--- config.mk ---
export PLATFORM = sky130hd
export DESIGN_NAME = pre_enc_hash_sequencer_flat
export DESIGN_NICKNAME = d
export VERILOG_FILES = /design/src/rtl/pre_enc_hash_sequencer_if.sv /design/src/rtl/pre_enc_hash_sequencer.sv /design/src/flat_wrapper.sv
export SDC_FILE = /design/constraint.sdc
export NUM_CORES = 2
export LEC_CHECK = 0
export CORE_AREA = 2 2 703 705
export CTS_CLUSTER_SIZE = 40
export DETAILED_ROUTE_END_ITERATION = 16
export DIE_AREA = 0 0 705 707
export GPL_TIMING_DRIVEN = 0
export PLACE_DENSITY = 0.36
export SKIP_LAST_GASP = 1
export SYNTH_ARGS = -nofsm -noshare
export SYNTH_HDL_FRONTEND = slang
export SYNTH_SLANG_ARGS = --single-unit
--- constraint.sdc ---
create_clock -name clk -period 1.8 [get_ports clk]
set_input_delay 0.36 -clock clk [delete_from_list [all_inputs] [get_ports clk]]
set_output_delay 0.36 -clock clk [all_outputs]
set_load 0.02 [all_outputs]
--- src/rtl/pre_enc_hash_sequencer_if.sv ---
// Shared-Keccak job bus between the pre-encapsulation hash sequencer and the
// sha3 core.
//   hash_start : one-cycle job launch            (sequencer -> core)
//   hash_mode  : 0 = SHA3-256, 1 = SHA3-512      (sequencer -> core)
//   hash_sel   : core input mux select           (sequencer -> core)
//   hash_valid : one-cycle digest-ready pulse    (core -> sequencer)
//   hash_out   : digest, SHA3-256 result in low KYBER_N bits (core -> sequencer)
interface pre_enc_hash_sequencer_if #(
   parameter int KYBER_N = 256
);
   logic                   hash_start;
   logic                   hash_mode;
   logic [1:0]             hash_sel;
   logic                   hash_valid;
   logic [2*KYBER_N-1:0]   hash_out;

   modport master (
      output hash_start, hash_mode, hash_sel,
      input  hash_valid, hash_out
   );

   modport slave (
      input  hash_start, hash_mode, hash_sel,
      output hash_valid, hash_out
   );
endinterface

--- src/rtl/pre_enc_hash_sequencer.sv ---
// Runs the Kyber pre-encapsulation/decapsulation hash jobs on one shared
// Keccak core: m = H(rand) (encaps only), h = H(ek), (K-bar, r_coin) = G(m||h).
// Ports:
//   clk, rst          : clock, synchronous active-high reset
//   start_i           : one-cycle sequence request, sampled only in IDLE
//   kem_enc_decap_i   : 1 = encapsulation, 0 = decapsulation
//   reuse_h_i         : reuse the cached H(ek) if it is still valid
//   r_in_i            : encaps random seed / decaps message m'
//   hash_bus          : job bus to the shared sha3 core (master side)
//   msg_o, hash_ek_o  : registered m and H(ek)
//   pre_k_o, coin_o   : registered K-bar and r_coin from G
//   busy_o            : high whenever not IDLE
//   valid_o           : one-cycle completion pulse
//   error_o           : sticky timeout flag, cleared by the next accepted start
module pre_enc_hash_sequencer #(
   parameter int KYBER_N = 256,
   parameter int TIMEOUT = 1024,
   parameter int TO_W    = 11
) (
   input  logic                 clk,
   input  logic                 rst,
   input  logic                 start_i,
   input  logic                 kem_enc_decap_i,
   input  logic                 reuse_h_i,
   input  logic [KYBER_N-1:0]   r_in_i,
   pre_enc_hash_sequencer_if.master hash_bus,
   output logic [KYBER_N-1:0]   msg_o,
   output logic [KYBER_N-1:0]   hash_ek_o,
   output logic [KYBER_N-1:0]   pre_k_o,
   output logic [KYBER_N-1:0]   coin_o,
   output logic                 busy_o,
   output logic                 valid_o,
   output logic                 error_o
);

   localparam logic [3:0] S_IDLE   = 4'd0;
   localparam logic [3:0] S_M_REQ  = 4'd1;
   localparam logic [3:0] S_M_WAIT = 4'd2;
   localparam logic [3:0] S_H_REQ  = 4'd3;
   localparam logic [3:0] S_H_WAIT = 4'd4;
   localparam logic [3:0] S_G_REQ  = 4'd5;
   localparam logic [3:0] S_G_WAIT = 4'd6;
   localparam logic [3:0] S_DONE   = 4'd7;
   localparam logic [3:0] S_ERR    = 4'd8;

   localparam logic [TO_W-1:0] TO_LAST = TO_W'(TIMEOUT - 1);

   logic [3:0]          state_q, state_d;
   logic                reuse_q, reuse_d;
   logic                err_q, err_d;
   logic                hflag_q, hflag_d;
   logic [TO_W-1:0]     cnt_q, cnt_d;
   logic [KYBER_N-1:0]  msg_q, msg_d;
   logic [KYBER_N-1:0]  hek_q, hek_d;
   logic [KYBER_N-1:0]  prek_q, prek_d;
   logic [KYBER_N-1:0]  coin_q, coin_d;

   logic                eff_reuse;
   logic                expired;

   // Reuse only counts when a stored H(ek) is known good.
   assign eff_reuse = reuse_h_i & hflag_q;
   assign expired   = (cnt_q == TO_LAST);

   always_comb begin
      state_d = state_q;
      reuse_d = reuse_q;
      err_d   = err_q;
      hflag_d = hflag_q;
      cnt_d   = cnt_q;
      msg_d   = msg_q;
      hek_d   = hek_q;
      prek_d  = prek_q;
      coin_d  = coin_q;

      case (state_q)
         S_IDLE: begin
            if (start_i) begin
               reuse_d = eff_reuse;
               err_d   = 1'b0;
               if (kem_enc_decap_i) begin
                  state_d = S_M_REQ;
               end else begin
                  msg_d   = r_in_i;
                  state_d = eff_reuse ? S_G_REQ : S_H_REQ;
               end
            end
         end
         S_M_REQ: begin
            cnt_d   = '0;
            state_d = S_M_WAIT;
         end
         S_H_REQ: begin
            cnt_d   = '0;
            state_d = S_H_WAIT;
         end
         S_G_REQ: begin
            cnt_d   = '0;
            state_d = S_G_WAIT;
         end
         // A digest arriving on the expiry cycle wins over the timeout.
         S_M_WAIT: begin
            cnt_d = cnt_q + TO_W'(1);
            if (hash_bus.hash_valid) begin
               msg_d   = hash_bus.hash_out[KYBER_N-1:0];
               state_d = reuse_q ? S_G_REQ : S_H_REQ;
            end else if (expired) begin
               state_d = S_ERR;
            end
         end
         S_H_WAIT: begin
            cnt_d = cnt_q + TO_W'(1);
            if (hash_bus.hash_valid) begin
               hek_d   = hash_bus.hash_out[KYBER_N-1:0];
               hflag_d = 1'b1;
               state_d = S_G_REQ;
            end else if (expired) begin
               state_d = S_ERR;
            end
         end
         S_G_WAIT: begin
            cnt_d = cnt_q + TO_W'(1);
            if (hash_bus.hash_valid) begin
               prek_d  = hash_bus.hash_out[KYBER_N-1:0];
               coin_d  = hash_bus.hash_out[2*KYBER_N-1:KYBER_N];
               state_d = S_DONE;
            end else if (expired) begin
               state_d = S_ERR;
            end
         end
         S_DONE: begin
            state_d = S_IDLE;
         end
         S_ERR: begin
            err_d   = 1'b1;
            hflag_d = 1'b0;
            state_d = S_IDLE;
         end
         default: begin
            state_d = S_IDLE;
         end
      endcase
   end

   always_ff @(posedge clk) begin
      if (rst) begin
         state_q <= S_IDLE;
         reuse_q <= 1'b0;
         err_q   <= 1'b0;
         hflag_q <= 1'b0;
         cnt_q   <= '0;
         msg_q   <= '0;
         hek_q   <= '0;
         prek_q  <= '0;
         coin_q  <= '0;
      end else begin
         state_q <= state_d;
         reuse_q <= reuse_d;
         err_q   <= err_d;
         hflag_q <= hflag_d;
         cnt_q   <= cnt_d;
         msg_q   <= msg_d;
         hek_q   <= hek_d;
         prek_q  <= prek_d;
         coin_q  <= coin_d;
      end
   end

   // Job controls decode straight from state so reset forces them to zero.
   always_comb begin
      hash_bus.hash_start = 1'b0;
      hash_bus.hash_mode  = 1'b0;
      hash_bus.hash_sel   = 2'd0;
      case (state_q)
         S_M_REQ:  hash_bus.hash_start = 1'b1;
         S_H_REQ: begin
            hash_bus.hash_start = 1'b1;
            hash_bus.hash_sel   = 2'd1;
         end
         S_H_WAIT: hash_bus.hash_sel = 2'd1;
         S_G_REQ: begin
            hash_bus.hash_start = 1'b1;
            hash_bus.hash_mode  = 1'b1;
            hash_bus.hash_sel   = 2'd2;
         end
         S_G_WAIT: begin
            hash_bus.hash_mode = 1'b1;
            hash_bus.hash_sel  = 2'd2;
         end
         default: ;
      endcase
   end

   assign busy_o    = (state_q != S_IDLE);
   assign valid_o   = (state_q == S_DONE);
   assign error_o   = err_q;
   assign msg_o     = msg_q;
   assign hash_ek_o = hek_q;
   assign pre_k_o   = prek_q;
   assign coin_o    = coin_q;

endmodule
--- src/flat_wrapper.sv ---
// flat-port wrapper written by rule: the top's interface ports become plain ports
module pre_enc_hash_sequencer_flat 
#(
   parameter int KYBER_N = 256,
   parameter int TIMEOUT = 1024,
   parameter int TO_W    = 11
)
  (clk, rst, start_i, kem_enc_decap_i, reuse_h_i, r_in_i, msg_o, hash_ek_o, pre_k_o, coin_o, busy_o, valid_o, error_o, hash_bus_hash_start, hash_bus_hash_mode, hash_bus_hash_sel, hash_bus_hash_valid, hash_bus_hash_out);
  pre_enc_hash_sequencer_if #(.KYBER_N(KYBER_N)) hash_bus_i ();
  input  logic clk;
  input  logic rst;
  input  logic start_i;
  input  logic kem_enc_decap_i;
  input  logic reuse_h_i;
  input  logic [KYBER_N-1:0] r_in_i;
  output logic [KYBER_N-1:0] msg_o;
  output logic [KYBER_N-1:0] hash_ek_o;
  output logic [KYBER_N-1:0] pre_k_o;
  output logic [KYBER_N-1:0] coin_o;
  output logic busy_o;
  output logic valid_o;
  output logic error_o;
  output wire logic [$bits(hash_bus_i.hash_start)-1:0] hash_bus_hash_start;
  output wire logic [$bits(hash_bus_i.hash_mode)-1:0] hash_bus_hash_mode;
  output wire logic [$bits(hash_bus_i.hash_sel)-1:0] hash_bus_hash_sel;
  input wire logic [$bits(hash_bus_i.hash_valid)-1:0] hash_bus_hash_valid;
  input wire logic [$bits(hash_bus_i.hash_out)-1:0] hash_bus_hash_out;
  assign hash_bus_hash_start = hash_bus_i.hash_start;
  assign hash_bus_hash_mode = hash_bus_i.hash_mode;
  assign hash_bus_hash_sel = hash_bus_i.hash_sel;
  assign hash_bus_i.hash_valid = hash_bus_hash_valid;
  assign hash_bus_i.hash_out = hash_bus_hash_out;
  pre_enc_hash_sequencer #(.KYBER_N(KYBER_N), .TIMEOUT(TIMEOUT), .TO_W(TO_W)) u_core (.clk(clk), .rst(rst), .start_i(start_i), .kem_enc_decap_i(kem_enc_decap_i), .reuse_h_i(reuse_h_i), .r_in_i(r_in_i), .hash_bus(hash_bus_i), .msg_o(msg_o), .hash_ek_o(hash_ek_o), .pre_k_o(pre_k_o), .coin_o(coin_o), .busy_o(busy_o), .valid_o(valid_o), .error_o(error_o));
endmodule
==> flow_summary.yaml <==
logic_synthesis:
  seq_area_frac_synth: 0.522
  yosys_warnings: 0
  syn_inst: 4634
  syn-cell-area_um2: 40000
  ys_ff_latch: 1042
  synth_cell_types: 44
  syn_avg_cell_area_um2: 8.63
  syn-num-nets: 5409
  synth-edff-count: 0
  async_reset_ff_frac: 0
  synth_ff_type: "dfxtp_1"
route:
  via_per_inst: 3.42
  dr_total_vias: 46400
  first_pass_iters: 5
  drt-initial-drc-count: 3584
  drc: 0
  antenna_left: 0
  drt_wl_total_mm: 457
  wl_per_cell_um: 33.7
sta:
  worst_hold_slack_ns: 0.105
  setup_viol: 1904
  layout_setup_ws_ns: -0.758
  final.period_utilization: 1.42
  fmax_mhz: 391
  grt_setup_unrepaired: "yes"
  tns_ns: -960.75
  slew_headroom: 0.133
  worst_slew_pin_slew_ns: 1.30
  drv_slew: 0
  fin_worst_skew_ns: 0.0726
  layout_min_cycle_time_ns: 2.56
  hold_viol: 0
clock_network:
  cts_root_buf: "clkbuf_16"
  clock_latency_ns: 0.87
  cts-buffers-inserted: 153
  tritoncts: "yes"
  cts_buffer_depth: 4
  htree_levels: 4
  clkTransAtPathRegs_ns: 0.06
  cts_sinks: 1042
final_layout:
  fin_cells: 13600
  final_core_util: 0.171
  nets: 7667
  syn2layout_area_growth_pct: 110
  n_fill_cell: 55000
  drive_above_1_share: 0.317
  final_cell_area_um2: 83900
placed_design:
  numPlacedInstances: 12900
  place_congestion: 0.942
  dp_slack_ns: -2.50
  dp_hpwl_mm: 383
  port_buffers: 1803
  placed_cell_area_um2: 66700
global_routing:
  grt_pass1_vias: 43500
  grt_overflow: 0
  grt_pass1_wl_mm: 544
  antenna_found_initial: 255
  track_usage: 0.171
  grt_max_degree: 12
setup_path:
  cp_data_arrival_time_ns: 3.35
  startpoint_type: "flip-flop"
  end_kind: "flip-flop"
  cp_max_fo: 5
  r2r_end: "u_core.msg_o[122]"
  path_class: "reg2reg"
  r2r_start: "u_core.state_q[2]"
  crit_required_ns: 2.59
  r2r_slack_ns: -0.76
  reg2reg_depth: 11
hold_path:
  holdPathEnd: "u_core.coin_o[67]"
  hp-start: "hash_bus_hash_out[323]"
  holdPathStages: 3
  min_path_type: "in2reg"
power_and_ir_drop:
  peakVddDrop_mv: 0.609
  fin_total_pwr_mw: 75.0
  power_density_nw_per_um2: 894
  p_leak_nw: 27.1
floorplan:
  die_y_um: 707
  fp.dieW_um: 705
  fp.dieArea_um2: 498000
  io_pins: 1805
  core-area_um2: 492000
  num_rows: 258
  initial_utilization: 0.0814
flow_run:
  cap_violations: 0
run_status:
  violations: "setup timing"
  status: "complete, but fails checks"
## Yosys cell counts (3+ instances only)
library cell     n  area (µm²)
buf_1           22        82.6
mux2i_1        256        2560
dfxtp_1       1042       20900
a21oi_1       1038        5190
nand2_1       1555        5840
buf_2          131         656
or3_1            5        31.3
buf_6           27         304
nand3_1          6        30.0
a211oi_2       240        3000
or4_1            6        45.0
a31oi_1          6        37.5
nor3_1           6        30.0
clkbuf_1       228         856
inv_1            3        11.3
a211oi_1        18         135
o21ai_0          5        25.0
nor2_1           9        33.8
## state kept, by name, indices dropped and copies added, names as in the netlist
name	flops
u_core.error_o	1
u_core.coin_o	256
u_core.state_q	4
u_core.msg_o	256
u_core.hflag_q	1
u_core.hash_ek_o	256
u_core.pre_k_o	256
u_core.cnt_q	11
u_core.reuse_q	1
## final cells by class
cell class                 count  area [µm²]  area share
clock inverter                46         591     0.00704
antenna                       69         173     0.00206
buffer                       392        3810      0.0455
multi-input combinational   3181       21700       0.259
inverter                       3        15.0    0.000179
tap                         6500        8130      0.0969
clock buffer                 226        4460      0.0531
timing repair buffer        2119       23700       0.283
sequential                  1042       21300       0.253
## worst max-delay path by stage
stage                              startpoint                    to  slack, ns  depth (start not counted)
after detailed placement  hash_bus_hash_valid   u_core.pre_k_o[104]      -2.50                          7
after floorplan             u_core.state_q[2]     u_core.msg_o[115]      -0.19                          8
final                       u_core.state_q[2]     u_core.msg_o[122]      -0.76                         11
after global placement                    rst  u_core.hash_ek_o[17]      -5.24                          5
after CTS                 u_core.pre_k_o[105]          pre_k_o[105]      -0.84                          1
after global routing        u_core.state_q[2]  hash_bus_hash_sel[0]      -0.85                          5
## layout by cell type, fill, tap and decap left out, types with 7 or more instances in the layout
master	Yosys	layout
clkdlybuf4s50_1	0	1599
nand2_1	1555	1175
dfxtp_1	1042	876
a21oi_1	1038	618
a21oi_2	0	409
nand2_4	0	321
a211oi_2	240	256
mux2i_1	256	240
clkbuf_16	0	231
clkbuf_1	228	148
buf_12	0	134
buf_4	0	124
buf_8	0	117
buf_6	27	113
dfxtp_2	0	87
dfxtp_4	0	79
diode_2	0	69
nand2_2	0	57
buf_2	131	51
clkbuf_8	0	44
dlygate4sd3_1	0	41
buf_16	0	38
clkbuf_2	0	36
clkbuf_4	0	29
dlygate4sd2_1	0	28
clkinv_2	0	19
mux2i_2	0	16
a21oi_4	0	11
clkinvlp_4	0	8
bufinv_16	0	7
## repair_timing
action	4_1_cts	5_1_grt
endpoints found under the hold margin	41	0
setup endpoints to repair	2073	2072
hold buffers	41	0
pin swaps	38	567
cloned	39	64
buffers inserted	81	98
gates resized for setup	533	2853
## worst max-delay path, cell delays in order, from the launching register on
cell      delay, ns
dfxtp_2        0.34
buf_6          0.11
or4_4          0.45
or2_0          0.25
clkbuf_8       0.18
and2_4         0.18
buf_12         0.14
buf_16         0.16
buf_16         0.16
buf_12         0.15
buf_16         0.14
a211oi_2       0.17
## power by group
group          switching (mW)  total (mW)  internal, mW
registers               0.990        25.2          24.2
logic                    10.3        18.3          8.03
clock network            13.2        31.5          18.3
total                    24.5        75.0          50.5
## layer usage
metal	GRT usage	up-vias	routed length [µm]
li1	-	20400	-
met1	0.191	22800	172000
met2	0.295	2267	220000
met3	0.0710	711	45200
met4	0.0498	124	19000
met5	0	-	888
## cell families (layout without fill, tap and decap cells)
family / count (synthesis) / count (layout) / share of synthesized area
simple gates: 1602 / 1602 / 0.153
flops: 1042 / 1042 / 0.522
other cells: 0 / 69 / 0
fa+ha+maj: 1 / 1 / 0.000313
buf+inv: 411 / 2786 / 0.0477
mux: 256 / 256 / 0.0641
compound gates: 1321 / 1321 / 0.213
xor+xnor: 1 / 1 / 0.000219
Power figures use the tool's default switching activity.
